File: config.mk
export PLATFORM = sky130hd
export DESIGN_NAME = expansion_key_mix_flat
export DESIGN_NICKNAME = d
export VERILOG_FILES = /design/src/rtl/expansion_key_mix_if.sv /design/src/rtl/expansion_key_mix.sv /design/src/flat_wrapper.sv
export SDC_FILE = /design/constraint.sdc
export NUM_CORES = 1
export LEC_CHECK = 0
export ABC_AREA = 0
export BUFFER_PORTS_ARGS = -buffer_cell sky130_fd_sc_hd__buf_4
export CAP_MARGIN = 0
export CORE_AREA = 4 4 110 112
export DETAILED_ROUTE_END_ITERATION = 8
export DIE_AREA = 0 0 114 116
export PLACE_DENSITY = 0.73
export SYNTH_ARGS = -nofsm -noshare
export SYNTH_HDL_FRONTEND = slang
export SYNTH_SLANG_ARGS = --single-unit
File: constraint.sdc
create_clock -name clk -period 1.35 [get_ports clk]
set_input_delay 0.27 -clock clk [delete_from_list [all_inputs] [get_ports clk]]
set_output_delay 0.27 -clock clk [all_outputs]
set_load 0.02 [all_outputs]
File: src/rtl/expansion_key_mix_if.sv
// Handshake bundle between the round controller, the expansion/key-mix stage
// and the S-box/P-permutation path.
interface expansion_key_mix_if #(
  parameter int unsigned ROUND_W = 4
);
  logic               in_valid;
  logic               in_ready;
  logic [31:0]        right_half;
  logic [47:0]        subkey;
  logic [ROUND_W-1:0] round_in;
  logic               out_valid;
  logic               out_ready;
  logic [47:0]        s_box_inputs;
  logic [ROUND_W-1:0] round_out;

  modport master (
    output in_valid, right_half, subkey, round_in, out_ready,
    input  in_ready, out_valid, s_box_inputs, round_out
  );

  modport slave (
    input  in_valid, right_half, subkey, round_in, out_ready,
    output in_ready, out_valid, s_box_inputs, round_out
  );
endinterface

File: src/rtl/expansion_key_mix.sv
// DES E expansion XOR round subkey, held in a 2-entry elastic buffer that feeds
// the eight S-boxes (S-box 7 reads s_box_inputs[11:6]).
module expansion_key_mix #(
  parameter int unsigned ROUND_W = 4
) (
  input logic                clk,
  input logic                reset,
  expansion_key_mix_if.slave bus
);

  localparam int unsigned R_W    = 32;
  localparam int unsigned DATA_W = 48;
  localparam int unsigned DEPTH  = 2;
  localparam int unsigned CNT_W  = 2;

  typedef struct packed {
    logic [DATA_W-1:0]  data;
    logic [ROUND_W-1:0] tag;
  } entry_t;

  // E table in closed form: group g, position j selects R bit 4g+j, wrapping 0->32 and 33->1.
  function automatic logic [DATA_W-1:0] e_expand(input logic [R_W-1:0] r);
    logic [DATA_W-1:0] e;
    int unsigned       n;
    int unsigned       m;
    e = '0;
    for (int unsigned g = 0; g < 8; g++) begin
      for (int unsigned j = 0; j < 6; j++) begin
        n = 4 * g + j;
        if (n == 0) n = 32;
        else if (n == 33) n = 1;
        m = 6 * g + j + 1;
        e[6'(DATA_W - m)] = r[5'(R_W - n)];
      end
    end
    return e;
  endfunction

  entry_t           mem_q [DEPTH];
  entry_t           mem_d [DEPTH];
  logic             wr_ptr_q, wr_ptr_d;
  logic             rd_ptr_q, rd_ptr_d;
  logic [CNT_W-1:0] count_q, count_d;
  logic             in_ready_q, in_ready_d;
  logic             out_valid_q, out_valid_d;
  logic             accept_c;
  logic             pop_c;
  entry_t           new_entry_c;

  always_comb begin
    mem_d       = mem_q;
    wr_ptr_d    = wr_ptr_q;
    rd_ptr_d    = rd_ptr_q;
    count_d     = count_q;
    accept_c    = bus.in_valid & in_ready_q;
    pop_c       = out_valid_q & bus.out_ready;
    new_entry_c = '{data: e_expand(bus.right_half) ^ bus.subkey, tag: bus.round_in};

    if (accept_c) begin
      mem_d[wr_ptr_q] = new_entry_c;
      wr_ptr_d        = ~wr_ptr_q;
    end
    if (pop_c) begin
      rd_ptr_d = ~rd_ptr_q;
    end

    case ({accept_c, pop_c})
      2'b10:   count_d = count_q + CNT_W'(1);
      2'b01:   count_d = count_q - CNT_W'(1);
      default: count_d = count_q;
    endcase

    // Flags come from next-state count so in_ready never sees out_ready combinationally.
    in_ready_d  = (count_d != CNT_W'(DEPTH));
    out_valid_d = (count_d != CNT_W'(0));
  end

  always_ff @(posedge clk) begin
    if (reset) begin
      for (int i = 0; i < int'(DEPTH); i++) mem_q[i] <= '0;
      wr_ptr_q    <= 1'b0;
      rd_ptr_q    <= 1'b0;
      count_q     <= '0;
      in_ready_q  <= 1'b1;
      out_valid_q <= 1'b0;
    end else begin
      mem_q       <= mem_d;
      wr_ptr_q    <= wr_ptr_d;
      rd_ptr_q    <= rd_ptr_d;
      count_q     <= count_d;
      in_ready_q  <= in_ready_d;
      out_valid_q <= out_valid_d;
    end
  end

  assign bus.in_ready     = in_ready_q;
  assign bus.out_valid    = out_valid_q;
  assign bus.s_box_inputs = mem_q[rd_ptr_q].data;
  assign bus.round_out    = mem_q[rd_ptr_q].tag;

endmodule

File: src/flat_wrapper.sv
// flat-port wrapper written by rule: the top's interface ports become plain ports
module expansion_key_mix_flat 
#(
  parameter int unsigned ROUND_W = 4
)
  (clk, reset, bus_in_valid, bus_right_half, bus_subkey, bus_round_in, bus_out_ready, bus_in_ready, bus_out_valid, bus_s_box_inputs, bus_round_out);
  expansion_key_mix_if #(.ROUND_W(ROUND_W)) bus_i ();
  input logic clk;
  input logic reset;
  input wire logic [$bits(bus_i.in_valid)-1:0] bus_in_valid;
  input wire logic [$bits(bus_i.right_half)-1:0] bus_right_half;
  input wire logic [$bits(bus_i.subkey)-1:0] bus_subkey;
  input wire logic [$bits(bus_i.round_in)-1:0] bus_round_in;
  input wire logic [$bits(bus_i.out_ready)-1:0] bus_out_ready;
  output wire logic [$bits(bus_i.in_ready)-1:0] bus_in_ready;
  output wire logic [$bits(bus_i.out_valid)-1:0] bus_out_valid;
  output wire logic [$bits(bus_i.s_box_inputs)-1:0] bus_s_box_inputs;
  output wire logic [$bits(bus_i.round_out)-1:0] bus_round_out;
  assign bus_i.in_valid = bus_in_valid;
  assign bus_i.right_half = bus_right_half;
  assign bus_i.subkey = bus_subkey;
  assign bus_i.round_in = bus_round_in;
  assign bus_i.out_ready = bus_out_ready;
  assign bus_in_ready = bus_i.in_ready;
  assign bus_out_valid = bus_i.out_valid;
  assign bus_s_box_inputs = bus_i.s_box_inputs;
  assign bus_round_out = bus_i.round_out;
  expansion_key_mix #(.ROUND_W(ROUND_W)) u_core (.clk(clk), .reset(reset), .bus(bus_i));
endmodule
==> qor.csv <==
stage,metric,value,unit
layout,diode count,0,
clock_tree,CTS tree,yes,
floorplan,Ports,142,
clock_tree,CTS HTree Levels,3,
logic_synthesis,syn avg cell area,10.41,um^2
logic_synthesis,library cells used by synthesis,27,
timing,Worst-Margin Slew,360.1,ps
layout,Fillers,925,
logic_synthesis,gate count of the mapped netlist,491,
run,number of max-cap violations,0,
pwr,VDD IR max,684.0,uV
run_status,failing checks,negative setup slack,
timing,Finish-stage setup viols,52,
timing,clk_skew,8.461,ps
worst_setup_path,critical-path cell list,"buf_12, mux2_2, buf_4",
global_routing,largest net degree at the start of global routing,44,
clock_tree,CTS Buffer Depth,2,
global_routing,total congestion overflow,0,
detailed_routing,Detailed Route Iter0 Violations,159,
global_routing,initial antenna violation count,0,
logic_synthesis,largest family of logic cells by synthesized area,compound AO/OA/AOI/OAI gates,
worst_setup_path,R2R depth,5,
placed_design,placed instance area,6339,um^2
detailed_routing,drc violations,0,
global_routing,total global-route track usage,0.1723,
worst_setup_path,FF-to-FF End,u_core.count_q[1]$_SDFF_PP0_,
timing,Max Freq,573.3,MHz
worst_setup_path,"Max stage delay cell, worst path",dfxtp_4,
placed_design,DP HPWL,8.261,mm
logic_synthesis,Post-Synth XOR/XNOR Area,0.08906,
run_status,status,"finished, violations left",
detailed_routing,Detailed Routing Iterations Pass 1,4,
layout,fin area,6913,um^2
logic_synthesis,post-synthesis mux area share,0.1145,
detailed_routing,DR vias,4079,
clock_tree,clock latency on the worst-skew pair,330,ps
logic_synthesis,"flops & latches, synth",110,
pwr,LEAKAGE,2.686,nW
worst_setup_path,Worst EP required,1080,ps
placed_design,Final GP Congestion,0.7384,
clock_tree,CTS Hold Bufs,0,
worst_setup_path,Worst EP arrival,1470,ps
layout,Layout area overhead,35.18,%
logic_synthesis,Synth Area in Simple Gates,0.09714,
worst_setup_path,Setup crit start kind,flip-flop,
timing,Slew HR,0.7582,
worst_setup_path,Crit Path Class,reg2out,
layout,nets,714,
timing,max-slew violation count,0,
logic_synthesis,"Seq/Total Area, Yosys",0.4306,
layout,most frequent cells in the layout,"127 x buf_4, 107 x dfxtp_1, 98 x nor2_1",
min_path,hold path startpoint,bus_round_in[1],
timing,Setup WS post-layout,-394.4,ps
timing,crit path time final,1744,ps
floorplan,core area,11220,um^2
detailed_routing,post-route ant nets,0,
worst_setup_path,"Largest stage delay, worst path",420,ps
clock_tree,TritonCTS Buffers,9,
global_routing,global-route wire length before repair,18.58,mm
floorplan,die area,13220,um^2
floorplan,row count,39,
placed_design,placed insts,750,
worst_setup_path,worst r2r src,u_core.bus.out_valid$_SDFF_PP0_,
detailed_routing,vias per inst,5.284,
logic_synthesis,post-synthesis adder-cell area fraction,0.002447,
layout,Util after Layout,0.6159,
layout,layout cells sized above 1,0.4785,
worst_setup_path,crit path launch,u_core.rd_ptr_q$_SDFFE_PP0P_,
worst_setup_path,critical path endpoint,bus_s_box_inputs[2],
timing,final hold vios,0,
worst_setup_path,crit end category,primary output,
worst_setup_path,R2R setup slack,40,ps
floorplan,Initial Util,0.4556,
global_routing,vias in the first global route,4083,
detailed_routing,WL final,12.70,mm
clock_tree,Root Driver,clkbuf_16,
clock_tree,clk slew on worst S/H paths,70,ps
logic_synthesis,Synth Warn #,0,
logic_synthesis,Compound-Gate Fraction of Synth Area,0.2163,
logic_synthesis,Post-Syn Nets,580,
layout,final non-filler cell total,772,
timing,final worst path period share,1.292,
detailed_routing,Routed WL per cell,16.45,um
clock_tree,CTS sink count,110,
min_path,HP Class,in2reg,
logic_synthesis,Synth Cell Area,5114,um^2
timing,RSZ-0062 raised after global routing,true,
pwr,power density cells,1411,nW/um^2
layout,"most common cell after layout, fill and taps aside",buf_4,
worst_setup_path,peak fanout along the critical path,15,
floorplan,Chip Height,116,um
floorplan,Die W,114,um
placed_design,port buffer count,141,
[worst max-delay path: cells and delay by family (launching register included)]
family	cells	cell delay [ps]
muxes	1	350
buffers and inverters	2	350
DFF	1	420
[power by group]
group	leakage, nW	internal (mW)	switching [mW]	total (mW)
Sequential	0.906	3.66	0.245	3.90
Combinational	1.64	1.68	1.72	3.40
Clock	0.137	1.33	1.11	2.45
[synthesized netlist by cell type (all sizes together)]
master	instances	share of area
buf	36	0.046
o22ai	1	0.0012
o21ai	1	0.00098
or3	1	0.0012
dfxtp	110	0.43
nor2	98	0.072
mux2	52	0.11
a211oi	96	0.20
nor3	1	0.00098
nand3	1	0.00098
a311oi	1	0.0017
and3	1	0.0012
nand2b	2	0.0024
ha	1	0.0024
nand2	19	0.014
nand3b	1	0.0015
clkbuf	4	0.0029
and3b	1	0.0017
inv	1	0.00073
xnor2	50	0.086
xor2	2	0.0034
a21oi	10	0.0098
and2	1	0.0012
[what timing repair did]
action,4_1_cts,5_1_grt
buffers inserted,0,2
pin swaps,0,1
cloned,0,5
resized for setup,3,41
endpoints found under the setup margin,52,111
[per-layer routing]
layer | vias to the layer above | share of wire | GRT usage | routed length [um]
met3 | 2 | 0.066 | 0.03499 | 832
met4 | 0 | 0.0028 | 0.05226 | 36
met5 | - | 0 | 0 | 0
li1 | 1991 | - | - | -
met1 | 1973 | 0.45 | 0.2288 | 5684
met2 | 113 | 0.48 | 0.2842 | 6146
[layout make-up]
class | count | area, um^2 | area share
timing repair buffer | 163 | 1501 | 0.2172
clock inverter | 4 | 22.52 | 0.003258
sequential | 110 | 2211 | 0.3198
tap | 143 | 178.9 | 0.02588
multi-input combinational | 340 | 2743 | 0.3967
inverter | 1 | 3.754 | 0.0005430
clock buffer | 11 | 252.7 | 0.03656
[state kept, by name (all words and copies together), names as in the netlist]
register,flops
u_core.rd_ptr_q,1
u_core.count_q,2
u_core.bus.out_valid,1
u_core.wr_ptr_q,1
u_core.mem_q,104
u_core.bus.in_ready,1
[kinds of logic (layout without fill, tap and decap cells)]
logic type | after synthesis | in the layout
simple gates | 126 | 126
mux | 52 | 52
compound gates | 109 | 109
fa+ha+maj | 1 | 1
xor+xnor | 52 | 52
flops | 110 | 110
buf+inv | 41 | 179
[per-stage QoR]
step                setup TNS (ps)  setup WS [ps]  power (mW)  hold WS, ps
finish                      -18750         -394.4       9.751        188.9
detailed placement          -931.2         -56.23       7.030        448.9
global route                -20880         -435.0       10.24        176.9
CTS                         -19950         -418.2       9.484        179.2
floorplan                        0          8.089       5.999        406.0
global placement            -655.7         -42.57       6.924        439.6
[worst min-delay path by stage]
stage,to,cells past startpoint,slack [ps]
2_1_floorplan,u_core.mem_q[0]$_SDFFE_PP0P_,2,410
3_3_place_gp,u_core.mem_q[3]$_SDFFE_PP0P_,2,440
3_5_place_dp,u_core.mem_q[53]$_SDFFE_PP0P_,2,450
4_1_cts,u_core.mem_q[53]$_SDFFE_PP0P_,3,180
5_1_grt,u_core.mem_q[3]$_SDFFE_PP0P_,3,180
6_report,u_core.mem_q[53]$_SDFFE_PP0P_,3,190
Power figures use the tool's default switching activity.
